$ cat src/rtl/cmd_pkg.sv
// Shared definitions for the command frame decoder: opcode bytes,
// decoded command types and decoder FSM states.
package cmd_pkg;

  localparam int unsigned OP_W = 8;

  localparam logic [OP_W-1:0] OP_WR      = 8'hAA;
  localparam logic [OP_W-1:0] OP_RD      = 8'hBB;
  localparam logic [OP_W-1:0] OP_ALU     = 8'hCC;
  localparam logic [OP_W-1:0] OP_ALU_NOP = 8'hDD;

  typedef enum logic [1:0] {
    WRITE   = 2'd0,
    READ    = 2'd1,
    ALU_OP  = 2'd2,
    ALU_NOP = 2'd3
  } cmd_type_e;

  typedef enum logic [2:0] {
    IDLE      = 3'd0,
    GET_ADDR  = 3'd1,
    GET_WDATA = 3'd2,
    GET_OPA   = 3'd3,
    GET_OPB   = 3'd4,
    GET_FUN   = 3'd5,
    HOLD      = 3'd6
  } dec_state_e;

endpackage

$ cat src/rtl/cmd_frame_decoder_frame_timer.sv
// Inter-byte idle timer for frame assembly.
// Ports: clk, rst (sync, active-high), clr (force count to 0),
//        en (count one idle cycle), expire_c (combinational: this idle
//        cycle is the TIMEOUT-th one; the count wraps back to 0).
module frame_timer #(
  parameter int unsigned TIMEOUT = 1024
) (
  input  logic clk,
  input  logic rst,
  input  logic clr,
  input  logic en,
  output logic expire_c
);

  localparam int unsigned CNT_W = $clog2(TIMEOUT);

  logic [CNT_W-1:0] cnt_q, cnt_d;

  // A clear (byte accepted) on the limit cycle wins over expiry.
  assign expire_c = en && !clr && (cnt_q == CNT_W'(TIMEOUT - 1));

  always_comb begin
    cnt_d = cnt_q;
    if (clr || expire_c) begin
      cnt_d = '0;
    end else if (en) begin
      cnt_d = cnt_q + CNT_W'(1);
    end
  end

  always_ff @(posedge clk) begin
    if (rst) begin
      cnt_q <= '0;
    end else begin
      cnt_q <= cnt_d;
    end
  end

endmodule

$ cat src/rtl/cmd_frame_decoder.sv
// Assembles UART byte frames into decoded commands on a valid/ready port.
// Ports: CLK, RST (sync, active-high); RX_P_DATA/RX_D_VLD byte stream in;
//        CMD_VLD/CMD_RDY handshake with CMD_TYPE/ADDR/DATA_A/DATA_B/FUN out;
//        FRAME_ERR, TO_ERR, OVERRUN one-cycle error pulses.
module cmd_frame_decoder
  import cmd_pkg::*;
#(
  parameter int unsigned WIDTH     = 8,
  parameter int unsigned ADD_WIDTH = 4,
  parameter int unsigned TIMEOUT   = 1024
) (
  input  logic                 CLK,
  input  logic                 RST,
  input  logic [WIDTH-1:0]     RX_P_DATA,
  input  logic                 RX_D_VLD,
  input  logic                 CMD_RDY,
  output logic                 CMD_VLD,
  output logic [1:0]           CMD_TYPE,
  output logic [ADD_WIDTH-1:0] CMD_ADDR,
  output logic [WIDTH-1:0]     CMD_DATA_A,
  output logic [WIDTH-1:0]     CMD_DATA_B,
  output logic [ADD_WIDTH-1:0] CMD_FUN,
  output logic                 FRAME_ERR,
  output logic                 TO_ERR,
  output logic                 OVERRUN
);

  dec_state_e           state_q, state_d;
  cmd_type_e            op_q, op_d;
  cmd_type_e            cmd_type_q, cmd_type_d;
  // Partial fields are shadowed so an aborted frame never disturbs CMD_*.
  logic [ADD_WIDTH-1:0] sh_addr_q, sh_addr_d;
  logic [WIDTH-1:0]     sh_a_q, sh_a_d, sh_b_q, sh_b_d;
  logic [ADD_WIDTH-1:0] cmd_addr_q, cmd_addr_d, cmd_fun_q, cmd_fun_d;
  logic [WIDTH-1:0]     cmd_a_q, cmd_a_d, cmd_b_q, cmd_b_d;
  logic                 cmd_vld_q, cmd_vld_d;
  logic                 frame_err_q, frame_err_d;
  logic                 to_err_q, to_err_d;
  logic                 overrun_q, overrun_d;
  logic                 in_get_c, expire_c;
  logic [ADD_WIDTH-1:0] byte_lo_c;

  assign in_get_c  = (state_q != IDLE) && (state_q != HOLD);
  assign byte_lo_c = RX_P_DATA[ADD_WIDTH-1:0];

  frame_timer #(.TIMEOUT(TIMEOUT)) u_timer (
    .clk      (CLK),
    .rst      (RST),
    .clr      (RX_D_VLD || !in_get_c),
    .en       (in_get_c && !RX_D_VLD),
    .expire_c (expire_c)
  );

  // Next-state and field update logic.
  always_comb begin
    state_d     = state_q;
    op_d        = op_q;
    cmd_type_d  = cmd_type_q;
    sh_addr_d   = sh_addr_q;
    sh_a_d      = sh_a_q;
    sh_b_d      = sh_b_q;
    cmd_addr_d  = cmd_addr_q;
    cmd_fun_d   = cmd_fun_q;
    cmd_a_d     = cmd_a_q;
    cmd_b_d     = cmd_b_q;
    cmd_vld_d   = cmd_vld_q;
    frame_err_d = 1'b0;
    to_err_d    = expire_c;
    overrun_d   = 1'b0;

    case (state_q)
      IDLE: begin
        if (RX_D_VLD) begin
          if (RX_P_DATA == WIDTH'(OP_WR)) begin
            op_d    = WRITE;
            state_d = GET_ADDR;
          end else if (RX_P_DATA == WIDTH'(OP_RD)) begin
            op_d    = READ;
            state_d = GET_ADDR;
          end else if (RX_P_DATA == WIDTH'(OP_ALU)) begin
            op_d    = ALU_OP;
            state_d = GET_OPA;
          end else if (RX_P_DATA == WIDTH'(OP_ALU_NOP)) begin
            op_d    = ALU_NOP;
            state_d = GET_FUN;
          end else begin
            frame_err_d = 1'b1;
          end
        end
      end
      GET_ADDR: begin
        if (RX_D_VLD) begin
          if (op_q == READ) begin
            cmd_addr_d = byte_lo_c;
            cmd_type_d = op_q;
            cmd_vld_d  = 1'b1;
            state_d    = HOLD;
          end else begin
            sh_addr_d = byte_lo_c;
            state_d   = GET_WDATA;
          end
        end
      end
      GET_WDATA: begin
        if (RX_D_VLD) begin
          cmd_addr_d = sh_addr_q;
          cmd_a_d    = RX_P_DATA;
          cmd_type_d = op_q;
          cmd_vld_d  = 1'b1;
          state_d    = HOLD;
        end
      end
      GET_OPA: begin
        if (RX_D_VLD) begin
          sh_a_d  = RX_P_DATA;
          state_d = GET_OPB;
        end
      end
      GET_OPB: begin
        if (RX_D_VLD) begin
          sh_b_d  = RX_P_DATA;
          state_d = GET_FUN;
        end
      end
      GET_FUN: begin
        if (RX_D_VLD) begin
          if (op_q == ALU_OP) begin
            cmd_a_d = sh_a_q;
            cmd_b_d = sh_b_q;
          end
          cmd_fun_d  = byte_lo_c;
          cmd_type_d = op_q;
          cmd_vld_d  = 1'b1;
          state_d    = HOLD;
        end
      end
      HOLD: begin
        // Any byte here is dropped, never reinterpreted as an opcode.
        overrun_d = RX_D_VLD;
        if (CMD_RDY) begin
          cmd_vld_d = 1'b0;
          state_d   = IDLE;
        end
      end
      default: begin
        state_d   = IDLE;
        cmd_vld_d = 1'b0;
      end
    endcase

    if (expire_c) begin
      state_d = IDLE;
    end
  end

  // State and output registers.
  always_ff @(posedge CLK) begin
    if (RST) begin
      state_q     <= IDLE;
      op_q        <= WRITE;
      cmd_type_q  <= WRITE;
      sh_addr_q   <= '0;
      sh_a_q      <= '0;
      sh_b_q      <= '0;
      cmd_addr_q  <= '0;
      cmd_fun_q   <= '0;
      cmd_a_q     <= '0;
      cmd_b_q     <= '0;
      cmd_vld_q   <= 1'b0;
      frame_err_q <= 1'b0;
      to_err_q    <= 1'b0;
      overrun_q   <= 1'b0;
    end else begin
      state_q     <= state_d;
      op_q        <= op_d;
      cmd_type_q  <= cmd_type_d;
      sh_addr_q   <= sh_addr_d;
      sh_a_q      <= sh_a_d;
      sh_b_q      <= sh_b_d;
      cmd_addr_q  <= cmd_addr_d;
      cmd_fun_q   <= cmd_fun_d;
      cmd_a_q     <= cmd_a_d;
      cmd_b_q     <= cmd_b_d;
      cmd_vld_q   <= cmd_vld_d;
      frame_err_q <= frame_err_d;
      to_err_q    <= to_err_d;
      overrun_q   <= overrun_d;
    end
  end

  assign CMD_VLD    = cmd_vld_q;
  assign CMD_TYPE   = cmd_type_q;
  assign CMD_ADDR   = cmd_addr_q;
  assign CMD_DATA_A = cmd_a_q;
  assign CMD_DATA_B = cmd_b_q;
  assign CMD_FUN    = cmd_fun_q;
  assign FRAME_ERR  = frame_err_q;
  assign TO_ERR     = to_err_q;
  assign OVERRUN    = overrun_q;

endmodule
$ cat config.mk
export PLATFORM = sky130hd
export DESIGN_NAME = cmd_frame_decoder
export DESIGN_NICKNAME = d
export VERILOG_FILES = /design/src/rtl/cmd_pkg.sv /design/src/rtl/cmd_frame_decoder_frame_timer.sv /design/src/rtl/cmd_frame_decoder.sv
export SDC_FILE = /design/constraint.sdc
export NUM_CORES = 1
export LEC_CHECK = 0
export ABC_AREA = 1
export CORE_MARGIN = 4
export CORE_UTILIZATION = 35
export CTS_CLUSTER_SIZE = 20
export DETAILED_ROUTE_END_ITERATION = 8
export GPL_ROUTABILITY_DRIVEN = 1
export HOLD_SLACK_MARGIN = 0.12
export SLEW_MARGIN = 25
export SYNTH_ARGS = -nofsm -noshare
export SYNTH_HDL_FRONTEND = slang
export SYNTH_SLANG_ARGS = --single-unit
$ cat constraint.sdc
create_clock -name CLK -period 1.7 [get_ports CLK]
set_input_delay 0.255 -clock CLK [delete_from_list [all_inputs] [get_ports CLK]]
set_output_delay 0.255 -clock CLK [all_outputs]
set_load 0.02 [all_outputs]
Word level (Yosys, flattened, before mapping)
Index checks and enable logic that the tools add are counted.
Cells by class
  add/sub/neg operators: 1
  multiply operators: 0
  divide/modulo/power cells: 0
  magnitude comparators: 0
  equal/unequal tests: 25
  shifts and indexed selects: 0
  mux-type cells: 34
  bitwise logic cells: 5
  reduce and logical (&&, ||, !) cells: 32
Operators with widths (number)
  3-bit two-way mux: 11
  8-bit equality test (second input constant): 4
  8-bit two-way mux: 3
  2-bit != test (second input constant): 9
  3-bit case mux with 6 select lines: 1
  8-bit case mux with 2 select lines: 1
  2-bit two-way mux: 7
  4-bit two-way mux: 3
  4-bit AND reduction: 3
  10-bit by 1-bit adder with 10-bit output (second input constant): 1
  10-bit equality test (second input constant): 1
  3-bit equality test (second input constant): 3
  3-bit AND reduction: 3
  4-bit case mux with 2 select lines: 1
  2-bit OR reduction: 4
  7-bit AND reduction: 1
  3-bit by 2-bit equality test with 1-bit output (second input constant): 2
  2-bit AND reduction: 3
  2-bit nonzero test: 3
  6-bit OR reduction: 1
  1-bit two-way mux: 5
  5-bit != test (second input constant): 1
  1-bit inverter: 5
  5-bit AND reduction: 1
  other kinds (14): 20
Word-level totals
  register bits after elaboration: 65
  latch bits: 0
  bits in writable memories: 0
  memory bits (read-only): 0
  input port bits: 12
  output and inout bits: 30
  logic and storage cells: 112
  memories: 0

Depth between registers and ports, before layout
  depth in word-level cells: 9
  gate-level depth with buffers: 10
  depth with buffers taken out: 9

Hierarchy
A second synthesis with hierarchy kept.
Unflattened totals
  cell total of the unflattened synthesis: 396
  area, all modules: 2892.8 µm²
Modules (own cells, without submodules)
  cmd_frame_decoder: times used 1, cells an instance 328, area each 2383.5 µm², seq. area each 1101.1 µm²
  frame_timer: times used 1, cells an instance 68, area each 509.2 µm², seq. area each 200.2 µm²

Worst setup path before layout
OpenSTA, ideal clock, no wires.
  kind: reg-to-reg
  start point: register state_q[0]
  end point: register cmd_a_q[5], in the netlist CMD_DATA_A[5]
  setup time: 0.132 ns
  arrival: 1.342 ns
  required time: 1.568 ns
  path slack: 0.226 ns
  stages on the path, launching flop included: 10
  path buffers: 2
  period minus slack after synthesis: 1.474 ns
  path through: dfxtp_1 buf_2 nand3_4 inv_4 nand2_4 nor3_4 inv_4 buf_6 nand3_1 a21oi_1
Between the ends
  word-level cells in the longest chain between the ends: 3
  elaborated cells on any way between the ends: 8
  classes of those cells: eq/ne: 5; mux: 1; reduce/logical: 2
Ends and longest elaborated chain
  start: declaration: RTL line cmd_frame_decoder.sv:28  | dec_state_e state_q, state_d;
  start signal: assignment: RTL line cmd_frame_decoder.sv:174  | state_q <= state_d;
  3-bit equality test or 3-bit by 2-bit equality test with 1-bit output (tied branches): RTL line cmd_frame_decoder.sv:71  | case (state_q)
  2-bit != test (no line) or 2-bit nonzero test (tied branches)
  4-bit AND reduction (no line)
  end signal: assignment: RTL line cmd_frame_decoder.sv:182  | cmd_a_q <= cmd_a_d;
  end: declaration: RTL line cmd_frame_decoder.sv:35  | logic [WIDTH-1:0] cmd_a_q, cmd_a_d, cmd_b_q, cmd_b_d;
Several ways; a longest one is shown, not always the timed one.
A chain may end at the register's enable or synchronous reset.

Final worst setup path
  start point: register cmd_addr_q[1], in the netlist CMD_ADDR[1]
  end point: output CMD_ADDR[1]
RTL lines
  start: declaration: RTL line cmd_frame_decoder.sv:34  | logic [ADD_WIDTH-1:0] cmd_addr_q, cmd_addr_d, cmd_fun_q, cmd_fun_d;
  start signal: assignment: RTL line cmd_frame_decoder.sv:180  | cmd_addr_q <= cmd_addr_d;
  end: declaration: RTL line cmd_frame_decoder.sv:19  | output logic [ADD_WIDTH-1:0] CMD_ADDR,
No word-level cell between the ends.

==> impl_metrics.toml <==
[synthesis]
ys_ff_latch = 65
avgSynthCellArea_um2 = 7.13
synthMuxAreaShare = 0
yosys.area_share.simple = 0.309
synth_fa_ha_area_frac = 0.00432
synthesis.nets = 419
synth_top_family_by_area = "simple AND/OR/NAND/NOR gates"
yosys_warnings = 0
yosysUniqueCellTypes = 28
synth-seq-area-share = 0.450
synth_compound_area_frac = 0.148
synth_area_um2 = 2890
yosys.area_share.xor_xnor = 0.00908
synthCells = 406

[sta]
fin_ws_ns = 0.156
min_period_ns = 1.54
worst_pin_slew_ns = 0.387
drv_slew = 0
finalCritPeriodShare = 0.908
rsz0062_at_grt = "no"
clock_skew_ns = 0.0122
hold_violations = 0
fmax_ghz = 0.648
finalSetupViolCount = 0
max-slew-margin-rel = 0.742

[grt]
grt_max_degree = 38
grt_pass1_wl_um = 11800
grt.overflow.total = 0
grt_use_total = 0.149
grt_pass1_vias = 2510
antenna_found_initial = 0

[drt]
drc = 0
antenna_left = 0
drt-vias-per-instance = 4.74
drt_iter0_drc = 68
routed-via-count = 2723
wirelength_um = 7010
post_drt_wl_per_cell_um = 12.2
drtPass1Iterations = 4

[run_status]
status = "completed"

[clock_network]
path_clk_slew_ns = 0.07
hold_buffers = 0
cts_root_buf = "clkbuf_8"
clockBufferDepth = 2
cts_setup_buffers = 0
cts_buffers = 9
clock_latency_ns = 0.35
tritoncts = "yes"
ctsHtreeMaxLevel = 3
cts.sinks = 65
post_cts_resize_count = 0

[die]
core_area_um2 = 7890
die_h_um = 98.9
die_w_um = 98.9
die-area_um2 = 9790
start_util = 0.367
io_pins = 42
fp-row-count = 32

[job]
cap_violations = 0

[setup_path]
r2r_cells = 5
critPathKind = "reg2out"
worstPathRequired_ns = 1.44
critPathCaptureType = "primary output"
critPathArrivalTime_ns = 1.29
cp_top_family = "buffers and inverters"
max_stage_delay_ns = 0.61
worstPathCellList = "clkdlybuf4s50_1"
worst-path-stages = 1
cpMaxStageDelayCell = "clkdlybuf4s50_1"
crit_fanout = 2
critPathBufInv = 1
cp-start-kind = "flop"

[finish]
area_growth_pct = 30.0
fin_nets = 482
diodes = 0
fin_cells = 574
drive_gt1_frac = 0.142

[placed_design]
place_congestion = 0.831
place.detailed.instances = 560
portBuffers = 41
pre_cts_ws_ns = -0.138
dp_hpwl_um = 5180

[power_and_ir_drop]
p_per_area_nw_per_um2 = 817
power_leakage_nw = 1.57
peakVddDrop_uv = 421

[hold_path]
hold_path_class = "reg2reg"
holdPathStages = 2
## flip-flops by register name, summed over array words and instances, names as in the netlist, 4 cells and up
signal,flops
u_timer.cnt_q,10
CMD_ADDR,4
CMD_DATA_A,8
sh_addr_q,4
CMD_DATA_B,8
CMD_FUN,4
sh_b_q,8
sh_a_q,8
## layer usage
metal,share of wire,global-route usage,vias up
met1,0.48,0.202,1227
met3,0.046,0.0333,15
met2,0.45,0.223,52
met5,0,0,-
li1,-,-,1429
met4,0.022,0.0756,0
## cell usage in the layout (no fill, tap or decap)
cell             count
nor2_2               8
inv_1               38
nand2_1             78
o21ai_1              2
a31oi_1              1
buf_12               2
clkinvlp_4           2
o21bai_1             1
inv_4                2
nand2_2              2
nand3b_1             2
clkinv_2             2
clkbuf_8            11
nand3_1             27
o21ai_0             45
a21oi_1             35
dfxtp_1             62
clkdlybuf4s50_1     41
o21ai_2              1
dfxtp_2              3
nor2_4               1
nand3_4              2
nor2_1              60
ha_1                 1
xor2_1               3
or2_2                1
nor3_4               2
nand2_4              3
nand4_1              2
nor3b_1              1
nor3_1               6
buf_4               22
inv_2                3
## synthesized netlist by cell type
master / count / share of area
nor3_1: 6 / 0.010
inv_2: 3 / 0.0039
nor2_1: 60 / 0.078
nor3b_1: 1 / 0.0026
nor2_4: 1 / 0.0039
or2_2: 1 / 0.0022
buf_6: 1 / 0.0039
dfxtp_1: 65 / 0.45
xor2_1: 3 / 0.0091
nor2_2: 8 / 0.017
nand4_1: 2 / 0.0043
a21oi_1: 35 / 0.061
nand3_1: 27 / 0.047
nand2_1: 78 / 0.10
nand2_2: 3 / 0.0065
inv_4: 2 / 0.0043
o21bai_1: 1 / 0.0026
buf_2: 3 / 0.0052
a31oi_1: 1 / 0.0022
nand3b_1: 2 / 0.0052
o21ai_0: 45 / 0.078
o21ai_1: 3 / 0.0052
inv_1: 39 / 0.051
nand2_4: 2 / 0.0078
nand3_4: 2 / 0.012
clkbuf_1: 9 / 0.012
nor3_4: 2 / 0.011
ha_1: 1 / 0.0043
## cells by family (layout without fill, tap and decap cells)
logic type	count (synthesis)	count (layout)
simple gates	195	195
xor+xnor	3	3
buf+inv	57	123
fa+ha+maj	1	1
compound gates	85	85
flops	65	65
## where the power goes
part           leakage [nW]  internal, mW  switching [mW]  total (mW)
sequential            0.526          1.55          0.0225        1.58
clock                0.0871         0.587           0.584        1.17
combinational         0.955         0.130           0.196       0.326
## final timing paths
kind,startpoint,to,slack [ns]
setup reg to reg,state_q[0],FRAME_ERR,0.20
hold / removal,sh_addr_q[3],sh_addr_q[3],0.44
setup / recovery,CMD_ADDR[1],CMD_ADDR[1],0.16
hold reg to reg,sh_addr_q[3],sh_addr_q[3],0.44
## metrics by stage
stage | util | setup TNS [ns] | total power [mW] | hold slack (ns) | instance area (um2)
final | 0.477 | 0 | 3.07 | 0.445 | 3760
after global routing | 0.477 | 0 | 3.20 | 0.468 | 3760
after CTS | 0.475 | 0 | 3.10 | 0.448 | 3750
after detailed placement | 0.454 | -0.521 | 1.93 | 0.439 | 3580
after global placement | 0.454 | -0.278 | 1.93 | 0.432 | 3580
after floorplan | - | 0 | 1.79 | 0.390 | 2890
## area by class of cell
cell class	count	area (um2)
clock buffer	11	151
clock inverter	3	17.5
fill	785	4130
inverter	44	174
multi-input combinational	284	1370
sequential	65	1310
tap	102	128
timing repair buffer	65	616
(Power assumes the default switching activity.)
